### src/rtl/fetch_unit_pkg.sv
// Shared definitions for the fetch stage and its neighbours (ID decoder,
// hazard unit): datapath width default, bubble encoding, HALT opcode and the
// fetch FSM state encoding.
package fetch_unit_pkg;

    localparam int          WIDTH_DEF       = 16;
    localparam logic [15:0] RESET_PC_DEF    = 16'h0000;
    localparam logic [15:0] NOP_INSTR_DEF   = 16'h0000;  // ADD $0,$0,$0
    localparam logic [3:0]  HALT_OPCODE_DEF = 4'hF;

    typedef enum logic [1:0] {
        ST_RUN    = 2'd0,  // fetching normally
        ST_KILL   = 2'd1,  // waiting out a request made stale by a redirect
        ST_HALTED = 2'd2   // frozen after fetching a HALT
    } fetch_state_t;

    function automatic logic is_halt(input logic [3:0] opcode,
                                     input logic [3:0] halt_opcode);
        return opcode == halt_opcode;
    endfunction

endpackage

### src/rtl/fetch_hold_buf.sv
// One-entry skid register for the fetch stage. Holds an instruction and its
// PC+2 when a memory response arrives while ID is stalled.
//   clk, rst          : clock, synchronous active-high reset
//   load              : capture load_instr/load_pc, entry becomes valid
//   drain             : entry consumed by IF/ID, becomes invalid
//   clear             : entry discarded (redirect), highest priority after rst
//   valid, instr, pc  : current entry
module fetch_hold_buf
    import fetch_unit_pkg::*;
#(
    parameter int WIDTH = WIDTH_DEF
) (
    input  logic             clk,
    input  logic             rst,
    input  logic             load,
    input  logic             drain,
    input  logic             clear,
    input  logic [WIDTH-1:0] load_instr,
    input  logic [WIDTH-1:0] load_pc,
    output logic             valid,
    output logic [WIDTH-1:0] instr,
    output logic [WIDTH-1:0] pc
);

    // NOTE: sequential state uses non-blocking assignments so every register
    // samples pre-edge values regardless of block ordering.
    always_ff @(posedge clk) begin
        if (rst || clear) begin
            valid <= 1'b0;
        end else if (load) begin
            valid <= 1'b1;
        end else if (drain) begin
            valid <= 1'b0;
        end
    end

    // NOTE: the payload has no reset; valid alone qualifies it, so resetting
    // the data would only add reset fan-out.
    always_ff @(posedge clk) begin
        if (load) begin
            instr <= load_instr;
            pc    <= load_pc;
        end
    end

endmodule

### src/rtl/fetch_unit.sv
// Instruction-fetch stage. Owns the PC, issues requests to a variable-latency
// instruction memory and drives the write side of the IF/ID register.
//   clk, rst                 : clock, synchronous active-high reset
//   stall_i                  : ID hazard, hold IF/ID and PC
//   redirect_i/redirect_pc_i : taken branch/jump, flush IF/ID, new PC
//   imem_req_o/imem_addr_o   : fetch request, address stable until ready
//   imem_ready_i/imem_rdata_i: response strobe and instruction
//   ifid_wen_o/pc_o/instr_o  : IF/ID write enable, PC+2, instruction or NOP
//   halted_o                 : fetch frozen after a HALT
module fetch_unit
    import fetch_unit_pkg::*;
#(
    parameter int               WIDTH       = WIDTH_DEF,
    parameter logic [WIDTH-1:0] RESET_PC    = WIDTH'(RESET_PC_DEF),
    parameter logic [WIDTH-1:0] NOP_INSTR   = WIDTH'(NOP_INSTR_DEF),
    parameter logic [3:0]       HALT_OPCODE = HALT_OPCODE_DEF
) (
    input  logic             clk,
    input  logic             rst,
    input  logic             stall_i,
    input  logic             redirect_i,
    input  logic [WIDTH-1:0] redirect_pc_i,
    output logic             imem_req_o,
    output logic [WIDTH-1:0] imem_addr_o,
    input  logic             imem_ready_i,
    input  logic [WIDTH-1:0] imem_rdata_i,
    output logic             ifid_wen_o,
    output logic [WIDTH-1:0] ifid_pc_o,
    output logic [WIDTH-1:0] ifid_instr_o,
    output logic             halted_o
);

    fetch_state_t     state;
    logic [WIDTH-1:0] pc;
    logic [WIDTH-1:0] tgt;
    logic [WIDTH-1:0] pc_plus2;

    logic             buf_valid;
    logic [WIDTH-1:0] buf_instr;
    logic [WIDTH-1:0] buf_pc;
    logic             buf_load;
    logic             buf_drain;

    logic             req;
    logic             resp_run;
    logic             resp_kill;
    logic             outstanding;
    logic             rsp_halt;

    assign pc_plus2 = pc + WIDTH'(2);  // wraps modulo 2^WIDTH

    // A full buffer blocks new requests, so a response can never find the
    // buffer occupied.
    assign req         = !rst && (state != ST_HALTED) && !buf_valid;
    assign resp_run    = req && imem_ready_i && (state == ST_RUN);
    assign resp_kill   = req && imem_ready_i && (state == ST_KILL);
    assign outstanding = req && !imem_ready_i;
    assign rsp_halt    = is_halt(imem_rdata_i[WIDTH-1 -: 4], HALT_OPCODE);

    assign buf_load  = resp_run && stall_i && !redirect_i;
    assign buf_drain = buf_valid && !stall_i && !redirect_i;

    fetch_hold_buf #(
        .WIDTH (WIDTH)
    ) u_hold_buf (
        .clk        (clk),
        .rst        (rst),
        .load       (buf_load),
        .drain      (buf_drain),
        .clear      (redirect_i),
        .load_instr (imem_rdata_i),
        .load_pc    (pc_plus2),
        .valid      (buf_valid),
        .instr      (buf_instr),
        .pc         (buf_pc)
    );

    // NOTE: every output gets a default before any branch so the block stays
    // purely combinational instead of inferring latches.
    always_comb begin
        imem_req_o   = req;
        imem_addr_o  = pc;
        ifid_wen_o   = !rst && (!stall_i || redirect_i);
        halted_o     = !rst && (state == ST_HALTED);
        ifid_pc_o    = pc_plus2;
        ifid_instr_o = NOP_INSTR;
        if (rst) begin
            ifid_pc_o = '0;
        end else if (!redirect_i) begin
            // The buffered entry is older than anything memory returns now.
            if (buf_valid) begin
                ifid_pc_o    = buf_pc;
                ifid_instr_o = buf_instr;
            end else if (resp_run) begin
                ifid_instr_o = imem_rdata_i;
            end
        end
    end

    always_ff @(posedge clk) begin
        if (rst) begin
            state <= ST_RUN;
            pc    <= RESET_PC;
            tgt   <= RESET_PC;
        end else if (redirect_i) begin
            if (outstanding) begin
                // Memory requests cannot be aborted: keep the address stable
                // and park the target until the stale response returns.
                tgt   <= redirect_pc_i;
                state <= ST_KILL;
            end else begin
                // Idle or same-cycle response: the response is dropped.
                pc    <= redirect_pc_i;
                state <= ST_RUN;
            end
        end else begin
            case (state)
                ST_RUN: begin
                    if (resp_run) begin
                        // A HALT is still delivered/buffered; pc stays on it.
                        if (rsp_halt) begin
                            state <= ST_HALTED;
                        end else begin
                            pc <= pc_plus2;
                        end
                    end
                end
                ST_KILL: begin
                    if (resp_kill) begin
                        pc    <= tgt;
                        state <= ST_RUN;
                    end
                end
                default: ;  // ST_HALTED: only rst or redirect leaves
            endcase
        end
    end

endmodule

### config.mk
export PLATFORM = sky130hd
export DESIGN_NAME = fetch_unit
export DESIGN_NICKNAME = d
export VERILOG_FILES = /design/src/rtl/fetch_unit_pkg.sv /design/src/rtl/fetch_hold_buf.sv /design/src/rtl/fetch_unit.sv
export SDC_FILE = /design/constraint.sdc
export NUM_CORES = 1
export LEC_CHECK = 0
export CAP_MARGIN = 0
export CORE_MARGIN = 2
export CORE_UTILIZATION = 45
export CTS_BUF_LIST = sky130_fd_sc_hd__clkbuf_8 sky130_fd_sc_hd__clkbuf_16
export DETAILED_ROUTE_END_ITERATION = 6
export PLACE_DENSITY = 0.88
export SETUP_SLACK_MARGIN = 0.2
export SYNTH_ARGS = -nofsm -noshare
export SYNTH_HDL_FRONTEND = slang
export SYNTH_SLANG_ARGS = --single-unit
### constraint.sdc
create_clock -name clk -period 2.9 [get_ports clk]
set_clock_uncertainty 0.1 [all_clocks]
set_input_delay 0.87 -clock clk [delete_from_list [all_inputs] [get_ports clk]]
set_output_delay 0.87 -clock clk [all_outputs]
set_load 0.05 [all_outputs]
==> flow_summary.json, run 1 <==
{
  "status": "complete, but fails checks",
  "violations": "DRC, setup timing",
  "path_cells": "buf_6 -> or4b_4 -> nor2_4 -> buf_12 -> buf_12 -> a22oi_1 -> nor2_4 -> buf_12",
  "arrival_ns": 2.26,
  "slew_headroom_pct": 50.4,
  "cp-start-kind": "primary input",
  "post-route-period-util_pct": 111,
  "start_util_pct": 46.4,
  "gp_congestion": 0.809,
  "numCtsBuffers": 9,
  "crit_buf_inv": 4,
  "fp.dieW_um": 93.0,
  "syn_area_mm2": 0.00357,
  "dr_total_vias": 4305,
  "r2r_cells": 7,
  "cp_top_family": "simple AND/OR/NAND/NOR gates",
  "rr_startpoint": "u_hold_buf.valid",
  "fill_cells": 290,
  "rsz0062_at_grt": "true",
  "r2r_slack_ns": 0.62,
  "hold_viol_final": 0,
  "ys_seq_area_share_pct": 46.6,
  "cpPeakStageDelay_ns": 0.50,
  "first_pass_iters": 7,
  "wirelength_mm": 17.1,
  "routedWlPerCell_um": 26.4,
  "final_net_count": 579,
  "ys_ff_latch": 67,
  "grt_pass1_wl_mm": 22.8,
  "dieArea_mm2": 0.00866,
  "htreeDepth": 3,
  "cts_sinks": 67,
  "rows": 32,
  "synthArstFlopShare_pct": 0,
  "numPortBuffers": 87,
  "tightest_slew_ns": 0.741,
  "synth-main-ff-cell": "dfxtp_1",
  "diodes": 0,
  "hold_buffers": 0,
  "cp_max_fo": 8,
  "synth-edff-count": 32,
  "grt_max_degree": 32,
  "min_from": "tgt[14]",
  "max_freq_ghz": 0.310,
  "yosysUniqueCellTypes": 53,
  "pin_count": 88,
  "path_clk_slew_ns": 0.07,
  "synthCells": 365,
  "place_area_mm2": 0.00548,
  "fin_util_pct": 88.1,
  "crit_start": "rst",
  "grt_use_total_pct": 34.8,
  "fin_ws_ns": -0.326,
  "synthesis.nets": 403,
  "stdcell_area_mm2": 0.00677,
  "max_cap_viol_count": 0,
  "p_leak_nw": 2.72,
  "drtIter0Drc": 721,
  "timing.rr.end": "u_hold_buf.instr[14]",
  "crit_type": "primary input to output pin",
  "cts_root_buffer": "clkbuf_8",
  "dp_hpwl_mm": 7.52,
  "area.growth.synth_to_final_pct": 89.8,
  "drv_slew": 0,
  "antenna_found_initial": 0,
  "finalSetupViolCount": 21,
  "multi_input_area_mm2": 0.00234,
  "peakVddDrop_v": 0.000322,
  "via_per_inst": 6.64,
  "die_height_um": 93.0,
  "hold_class": "flop to flop",
  "layout-drive-gt1-share_pct": 48.2,
  "crit_path_end": "ifid_instr_o[6]",
  "core_area_mm2": 0.00769,
  "seq_area_mm2": 0.00172,
  "grt_pass1_vias": 4161,
  "overflow": 0,
  "required_ns": 1.93,
  "post-route-min-period_ns": 3.23,
  "powerDensity_mw_per_mm2": 386,
  "cp_num_cells": 8,
  "path_common_cell": "buf_12",
  "detail-route-antenna-nets": 0,
  "clk_path_buf_depth": 2,
  "worst_path_max_delay_cell": "or4b_4",
  "route.detailed.drc": 13,
  "worst_setup_path_end_kind": "output pin",
  "ys_warn_count": 0,
  "clock_latency_ns": 0.36,
  "tritoncts": "yes",
  "avgSynthCellArea_um2": 9.77
}
-- cell type report --
| cell class | instances | share of cell area (%) |
|---|---|---|
| tap | 102 | 1.88 |
| multi-input combinational | 251 | 34.6 |
| inverter | 20 | 1.29 |
| sequential | 67 | 25.3 |
| clock buffer | 9 | 1.83 |
| timing repair buffer | 192 | 34.1 |
| clock inverter | 7 | 0.905 |
-- stage by stage --
step	cells	worst slack [ns]	hold slack (ns)	total power [W]	TNS (ns)
after global placement	561	-0.565	0.369	0.00164	-16.45
after detailed placement	561	-0.610	0.382	0.00165	-17.91
after floorplan	365	-0.290	0.345	0.00142	-4.63
after global routing	648	-0.373	0.449	0.00265	-5.44
final	648	-0.326	0.433	0.00261	-4.64
after CTS	624	-0.285	0.394	0.00248	-4.15
-- flip-flops by register name, indices dropped and copies added (netlist names) --
name              count
u_hold_buf.pc        16
imem_addr_o          16
state                 2
u_hold_buf.instr     16
u_hold_buf.valid      1
tgt                  16
-- routing by layer --
| metal | track usage (%) | vias to the layer above | wire length, µm |
|---|---|---|---|
| li1 | - | 1699 | - |
| met1 | 42.6 | 2042 | 5770 |
| met2 | 58.0 | 413 | 8260 |
| met3 | 5.80 | 151 | 1800 |
| met4 | 19.7 | 0 | 1280 |
| met5 | 0 | - | 0 |
-- Yosys cell counts (4+ instances only) --
| library cell | n | area, µm² |
|---|---|---|
| edfxtp_1 | 32 | 961 |
| nor3_1 | 11 | 55.1 |
| nor2b_1 | 4 | 25.0 |
| a22oi_1 | 23 | 173 |
| nand2_1 | 5 | 18.8 |
| and2_1 | 6 | 37.5 |
| o32ai_1 | 7 | 61.3 |
| a211oi_1 | 21 | 158 |
| nand4_1 | 6 | 37.5 |
| buf_2 | 5 | 25.0 |
| o31a_1 | 5 | 43.8 |
| clkbuf_1 | 18 | 67.6 |
| a31oi_1 | 5 | 31.3 |
| xnor2_1 | 10 | 87.6 |
| nand3_1 | 6 | 30.0 |
| nor2_1 | 61 | 229 |
| mux2i_1 | 18 | 180 |
| dfxtp_1 | 35 | 701 |
| inv_1 | 19 | 71.3 |
| a21oi_1 | 7 | 35.0 |
| nand2b_1 | 9 | 56.3 |
| a22o_1 | 4 | 35.0 |
-- worst min-delay path by stage --
stage	slack (ns)	cells after the start	to
floorplan	0.35	0	u_hold_buf.pc[0]
detailed placement	0.38	2	tgt[2]
finish	0.43	2	tgt[14]
global placement	0.37	2	tgt[2]
CTS	0.39	0	u_hold_buf.pc[0]
global route	0.45	2	tgt[12]
-- cells in the final DEF, fill, tap and decap left out, drive strengths merged, types with 4 or more instances in the layout --
| master | netlist | routed |
|---|---|---|
| nor2b | 4 | 4 |
| a31oi | 5 | 5 |
| dfxtp | 35 | 35 |
| a22oi | 23 | 23 |
| edfxtp | 32 | 32 |
| xnor2 | 10 | 10 |
| o31a | 5 | 5 |
| a22o | 4 | 4 |
| mux2i | 18 | 18 |
| and2 | 6 | 6 |
| a21oi | 7 | 7 |
| clkbuf | 18 | 10 |
| a211oi | 21 | 21 |
| o32ai | 7 | 7 |
| nor2 | 63 | 63 |
| buf | 9 | 141 |
| nand3 | 6 | 6 |
| inv | 19 | 21 |
| nand2 | 5 | 5 |
| clkdlybuf4s50 | 0 | 44 |
| nand2b | 9 | 9 |
| nand4 | 8 | 8 |
| nor3 | 11 | 11 |
-- repair_timing --
action | CTS | global route
endpoints found under the setup margin | 34 | 37
resized for setup | 87 | 32
gates cloned | 3 | 1
pin swaps | 40 | 36
buffers inserted | 44 | 23
-- kinds of logic after synthesis --
logic type,count (synthesis),synth area share [%]
AO/OA/AOI/OAI,94,20.7
XOR/XNOR,13,3.19
flip-flops,67,46.6
buffers and inverters,47,5.75
multiplexers,19,5.37
adder cells (fa/ha/maj),1,0.351
AND/OR/NAND/NOR,124,18.1
-- power breakdown --
group | switching (W) | total [W] | leakage, nW | internal, W
registers | 0.0000395 | 0.00106 | 0.595 | 0.00102
logic | 0.000422 | 0.000768 | 2.03 | 0.000346
clock network | 0.000397 | 0.000784 | 0.0953 | 0.000387
total | 0.000859 | 0.00261 | 2.72 | 0.00175
-- worst register-to-register path, cell delays in order (launching register included) --
cell and delay [ns]:
dfxtp_2 0.35, or4b_4 0.57, nor2_4 0.12, buf_12 0.13, buf_12 0.14, buf_4 0.12, and3_2 0.26, buf_4 0.20
Power figures use the tool's default switching activity.
==> run 2, diff against run 1 <==
--- a/config.mk
+++ b/config.mk
@@ -6,6 +6,7 @@
 export NUM_CORES = 1
 export LEC_CHECK = 0
 export CAP_MARGIN = 0
+export CORE_ASPECT_RATIO = 0.5
 export CORE_MARGIN = 2
 export CORE_UTILIZATION = 45
 export CTS_BUF_LIST = sky130_fd_sc_hd__clkbuf_8 sky130_fd_sc_hd__clkbuf_16
==> flow_summary.json, run 2 (synthesis gave the netlist of run 1 again) <==
{
  "peakVddDrop_v": 0.000531,
  "r2r_slack_ns": 0.41,
  "post-place-ws_ns": -0.624,
  "p_leak_nw": 2.77,
  "core_area_mm2": 0.00751,
  "dp_hpwl_mm": 7.85,
  "stdcell_count": 654,
  "dr_total_vias": 4734,
  "grt_max_degree": 45,
  "layout-drive-gt1-share_pct": 48.3,
  "crit_type": "primary input to output pin",
  "drv_slew": 0,
  "hold_class": "flop to flop",
  "cp-start-kind": "primary input",
  "dieArea_mm2": 0.00870,
  "post-route-min-period_ns": 3.47,
  "cts_sinks": 67,
  "min_from": "tgt[9]",
  "drtIter0Drc": 1118,
  "cp_max_fo": 8,
  "detail-route-antenna-nets": 0,
  "place_area_mm2": 0.00547,
  "path_cells": "buf_2 -> or4b_4 -> nor2_4 -> buf_12 -> buf_12 -> a22oi_2 -> nor2_4 -> buf_12",
  "die_height_um": 67.0,
  "fin_ws_ns": -0.571,
  "worst_setup_path_end_kind": "output pin",
  "grt_use_total_pct": 41.6,
  "powerDensity_mw_per_mm2": 429,
  "path_clk_slew_ns": 0.06,
  "hold_viol_final": 0,
  "dp.cells": 567,
  "numCtsBuffers": 9,
  "route.detailed.drc": 223,
  "via_per_inst": 7.24,
  "first_pass_iters": 7,
  "clock_latency_ns": 0.35,
  "arrival_ns": 2.50,
  "rsz0062_at_grt": "true",
  "pin_count": 88,
  "antenna_found_initial": 2,
  "r2r_cells": 9,
  "timing.rr.end": "u_hold_buf.pc[10]",
  "tritoncts": "yes",
  "worstHoldPathCells": 2,
  "max_cap_viol_count": 0,
  "post-route-period-util_pct": 120,
  "area.growth.synth_to_final_pct": 95.0,
  "grt_pass1_vias": 4173,
  "hold_buffers": 0,
  "final_net_count": 577,
  "htreeDepth": 3,
  "clk_path_buf_depth": 2,
  "gp_congestion": 0.954,
  "max_freq_ghz": 0.288,
  "start_util_pct": 47.5,
  "worst_path_max_delay_cell": "or4b_4",
  "whs_endpoint": "tgt[9]",
  "finalSetupViolCount": 22,
  "cts_root_buffer": "clkbuf_16",
  "violations": "DRC, setup timing",
  "overflow": 0,
  "tightest_slew_ns": 0.709,
  "fp.dieW_um": 130,
  "required_ns": 1.93,
  "routedWlPerCell_um": 32.5,
  "cpPeakStageDelay_ns": 0.50,
  "rows": 22,
  "slew_headroom_pct": 52.5,
  "layout_commonest_cell": "buf_4",
  "mostFrequentLayoutCells": "buf_4, buf_12, clkdlybuf4s50_1",
  "rr_startpoint": "u_hold_buf.valid",
  "grt_pass1_wl_mm": 25.8,
  "status": "complete, but fails checks",
  "wirelength_mm": 21.3,
  "numPortBuffers": 87,
  "stdcell_area_mm2": 0.00696,
  "path_common_cell": "buf_12"
}
-- run 2: cell type report --
| cell class | instances | area [µm²] |
|---|---|---|
| flip-flops and latches | 67 | 1710 |
| diodes | 2 | 5.00 |
| fillers | 209 | 558 |
| repair buffers | 188 | 2280 |
| multi-input cells | 253 | 2450 |
| inverters | 20 | 87.6 |
| clock buffers | 9 | 225 |
| clock inverters | 7 | 51.3 |
| well taps | 108 | 135 |
-- run 2: per-layer routing --
metal,track usage (%),up-vias,part of all wire (%)
li1,-,1709,-
met1,50.1,2216,35
met2,65.6,561,40
met3,14.9,246,15
met4,22.6,2,9.1
met5,0,-,0.21
-- run 2: critical path, delay by kind of cell --
family	cells	cell delay [ns]
simple gates	3	0.91
buf+inv	4	0.57
compound gates	1	0.15
-- run 2: worst max path at each step --
stage               depth (start not counted)  slack (ns)               end    startpoint
floorplan                                   5       -0.29   ifid_instr_o[0]           rst
global placement                            7       -0.54   ifid_instr_o[3]  imem_ready_i
detailed placement                          7       -0.62   ifid_instr_o[0]  imem_ready_i
CTS                                         8       -0.29  ifid_instr_o[15]           rst
global route                                8       -0.56  ifid_instr_o[11]  imem_ready_i
finish                                      8       -0.57  ifid_instr_o[11]  imem_ready_i
-- run 2: per-stage QoR --
stage / hold slack [ns] / utilization (%) / power, W / TNS (ns)
after floorplan: 0.345 / - / 0.00142 / -4.63
after global placement: 0.368 / 72.8 / 0.00165 / -16.14
after detailed placement: 0.373 / 72.8 / 0.00167 / -18.62
after CTS: 0.406 / 87.6 / 0.00279 / -4.27
after global routing: 0.441 / 92.6 / 0.00302 / -6.52
final: 0.416 / 92.6 / 0.00298 / -5.89
-- run 2: report_power, final --
part	internal [W]	switching, W	total (W)
combinational	0.000361	0.000481	0.000841
clock	0.000585	0.000490	0.00107
sequential	0.00102	0.0000427	0.00107
-- run 2: timing repair --
| item | 4_1_cts | 5_1_grt |
|---|---|---|
| gates resized for setup | 105 | 31 |
| endpoints found under the setup margin | 35 | 36 |
| setup buffers | 43 | 22 |
| pin swaps | 51 | 35 |
| cloned | 2 | 2 |
==> run 3, diff against run 2 <==
--- a/config.mk
+++ b/config.mk
@@ -8,11 +8,12 @@
 export CAP_MARGIN = 0
 export CORE_ASPECT_RATIO = 0.5
 export CORE_MARGIN = 2
-export CORE_UTILIZATION = 45
+export CORE_UTILIZATION = 53
 export CTS_BUF_LIST = sky130_fd_sc_hd__clkbuf_8 sky130_fd_sc_hd__clkbuf_16
 export DETAILED_ROUTE_END_ITERATION = 6
-export PLACE_DENSITY = 0.88
+export PLACE_DENSITY = 0.95
 export SETUP_SLACK_MARGIN = 0.2
+export SLEW_MARGIN = 25
 export SYNTH_ARGS = -nofsm -noshare
 export SYNTH_HDL_FRONTEND = slang
 export SYNTH_SLANG_ARGS = --single-unit
==> constraint.sdc (replaced) <==
create_clock -name clk -period 4.4 [get_ports clk]
set_clock_uncertainty 0.1 [all_clocks]
set_input_delay 1.32 -clock clk [delete_from_list [all_inputs] [get_ports clk]]
set_output_delay 1.32 -clock clk [all_outputs]
set_load 0.05 [all_outputs]
==> flow_summary.json, run 3 (synthesis gave the netlist of run 1 again) <==
{
  "detail-route-antenna-nets": 0,
  "p_leak_nw": 2.13,
  "clk_path_buf_depth": 2,
  "tightest_slew_ns": 1.13,
  "crit_type": "primary input to output pin",
  "grt_max_degree": 37,
  "cts_root_buffer": "clkbuf_16",
  "slew_headroom_pct": 24.8,
  "worst_setup_path_end_kind": "output pin",
  "place_area_mm2": 0.00504,
  "use_met2_pct": 62.3,
  "wirelength_mm": 14.9,
  "grtUsageMet3_pct": 11.4,
  "max_freq_ghz": 0.231,
  "pin_count": 88,
  "path_clk_slew_ns": 0.05,
  "fp.dieW_um": 120,
  "violations": "DRC",
  "rr_startpoint": "u_hold_buf.valid",
  "overflow": 0,
  "peakVddDrop_v": 0.000347,
  "numPortBuffers": 87,
  "arrival_ns": 2.90,
  "cp-start-kind": "primary input",
  "route.detailed.drc": 187,
  "status": "complete, but fails checks",
  "final_net_count": 495,
  "post-route-period-util_pct": 98.3,
  "gp_congestion": 0.942,
  "clock_latency_ns": 0.34,
  "rsz0062_at_grt": "true",
  "max_cap_viol_count": 0,
  "drtIter0Drc": 906,
  "dieArea_mm2": 0.00744,
  "area.growth.synth_to_final_pct": 56.1,
  "tritoncts": "yes",
  "grt_pass1_vias": 3604,
  "layout_commonest_cell": "clkdlybuf4s50_1",
  "dr_total_vias": 3910,
  "cts_sinks": 67,
  "finalSetupViolCount": 0,
  "first_pass_iters": 7,
  "start_util_pct": 54.1,
  "min_from": "tgt[10]",
  "hold_viol_final": 0,
  "powerDensity_mw_per_mm2": 327,
  "p_total_w": 0.00182,
  "rows": 21,
  "setup_tns_ns": 0,
  "required_ns": 2.98,
  "numCtsBuffers": 9,
  "crit_start": "rst",
  "dp_hpwl_mm": 7.33,
  "post-route-min-period_ns": 4.32,
  "core_area_mm2": 0.00660,
  "routedWlPerCell_um": 26.8,
  "grt_util_met1_pct": 46.2,
  "htreeDepth": 3,
  "die_height_um": 62.0,
  "cp_max_fo": 5,
  "drv_slew": 0,
  "via_per_inst": 7.06,
  "hold_class": "flop to flop",
  "antenna_found_initial": 0,
  "stdcell_area_mm2": 0.00557,
  "grt_use_total_pct": 37.6,
  "grt.busiest_layer": "met2",
  "grt_pass1_wl_mm": 20.5,
  "diodes": 0,
  "layout-drive-gt1-share_pct": 27.3,
  "mostFrequentLayoutCells": "clkdlybuf4s50_1, nor2_1, dfxtp_1, buf_12, edfxtp_1"
}
[run 3: cell count changes in the layout (fill, tap and decap cells not counted), moves of 11 or more]
| cell | previous run | this run |
|---|---|---|
| dfxtp_1 | 21 | 35 |
| a211oi_2 | 0 | 11 |
| buf_6 | 18 | 3 |
| a211oi_4 | 14 | 3 |
| buf_4 | 65 | 12 |
| dfxtp_4 | 14 | 0 |
[run 3: metal layers]
metal,vias to the layer above,part of all wire (%)
li1,1540,-
met1,1797,35
met2,414,44
met3,159,13
met4,0,8.3
met5,-,0
[run 3: layout make-up]
| class | instances | area (µm²) |
|---|---|---|
| Multi-Input combinational cell | 251 | 1950 |
| Sequential cell | 67 | 1660 |
| Tap cell | 92 | 115 |
| Clock inverter | 7 | 61.3 |
| Clock buffer | 9 | 225 |
| Fill cell | 291 | 1030 |
| Inverter | 20 | 76.3 |
| Timing Repair Buffer | 108 | 1480 |
[run 3: final timing paths]
path                         end  slack, ns  cells after the start
max              ifid_instr_o[1]       0.08                      8
min                      tgt[10]       0.40                      2
max reg2reg  u_hold_buf.instr[3]       1.17                      7
min reg2reg              tgt[10]       0.40                      2
[run 3: timing repair]
action / in CTS / in global routing
setup endpoints to repair: 30 / 16
hold buffers: 0 / 0
buffers inserted: 3 / 2
pin swaps: 11 / 17
resized for setup: 18 / 21
gates cloned: 3 / 0
[run 3: stage by stage]
| step | std cells | utilization, % | hold WS (ns) | worst slack (ns) |
|---|---|---|---|---|
| floorplan | 365 | - | 0.345 | 0.0669 |
| global placement | 530 | 76.4 | 0.368 | -0.0183 |
| detailed placement | 530 | 76.4 | 0.382 | -0.109 |
| CTS | 552 | 83.2 | 0.406 | 0.151 |
| finish | 554 | 84.4 | 0.399 | 0.0767 |
| global route | 554 | 84.4 | 0.435 | 0.0733 |
[run 3: worst max-delay path: stages]
cell     delay, ns
buf_8         0.10
or4b_4        0.54
nor2_4        0.19
buf_6         0.13
buf_12        0.11
a22oi_2       0.07
nor2_2        0.27
buf_12        0.17
[run 3: power breakdown]
part           internal (W)  switching, W  leakage [nW]
clock              0.000431      0.000279         0.141
sequential         0.000676     0.0000307         0.585
combinational      0.000165      0.000238          1.40
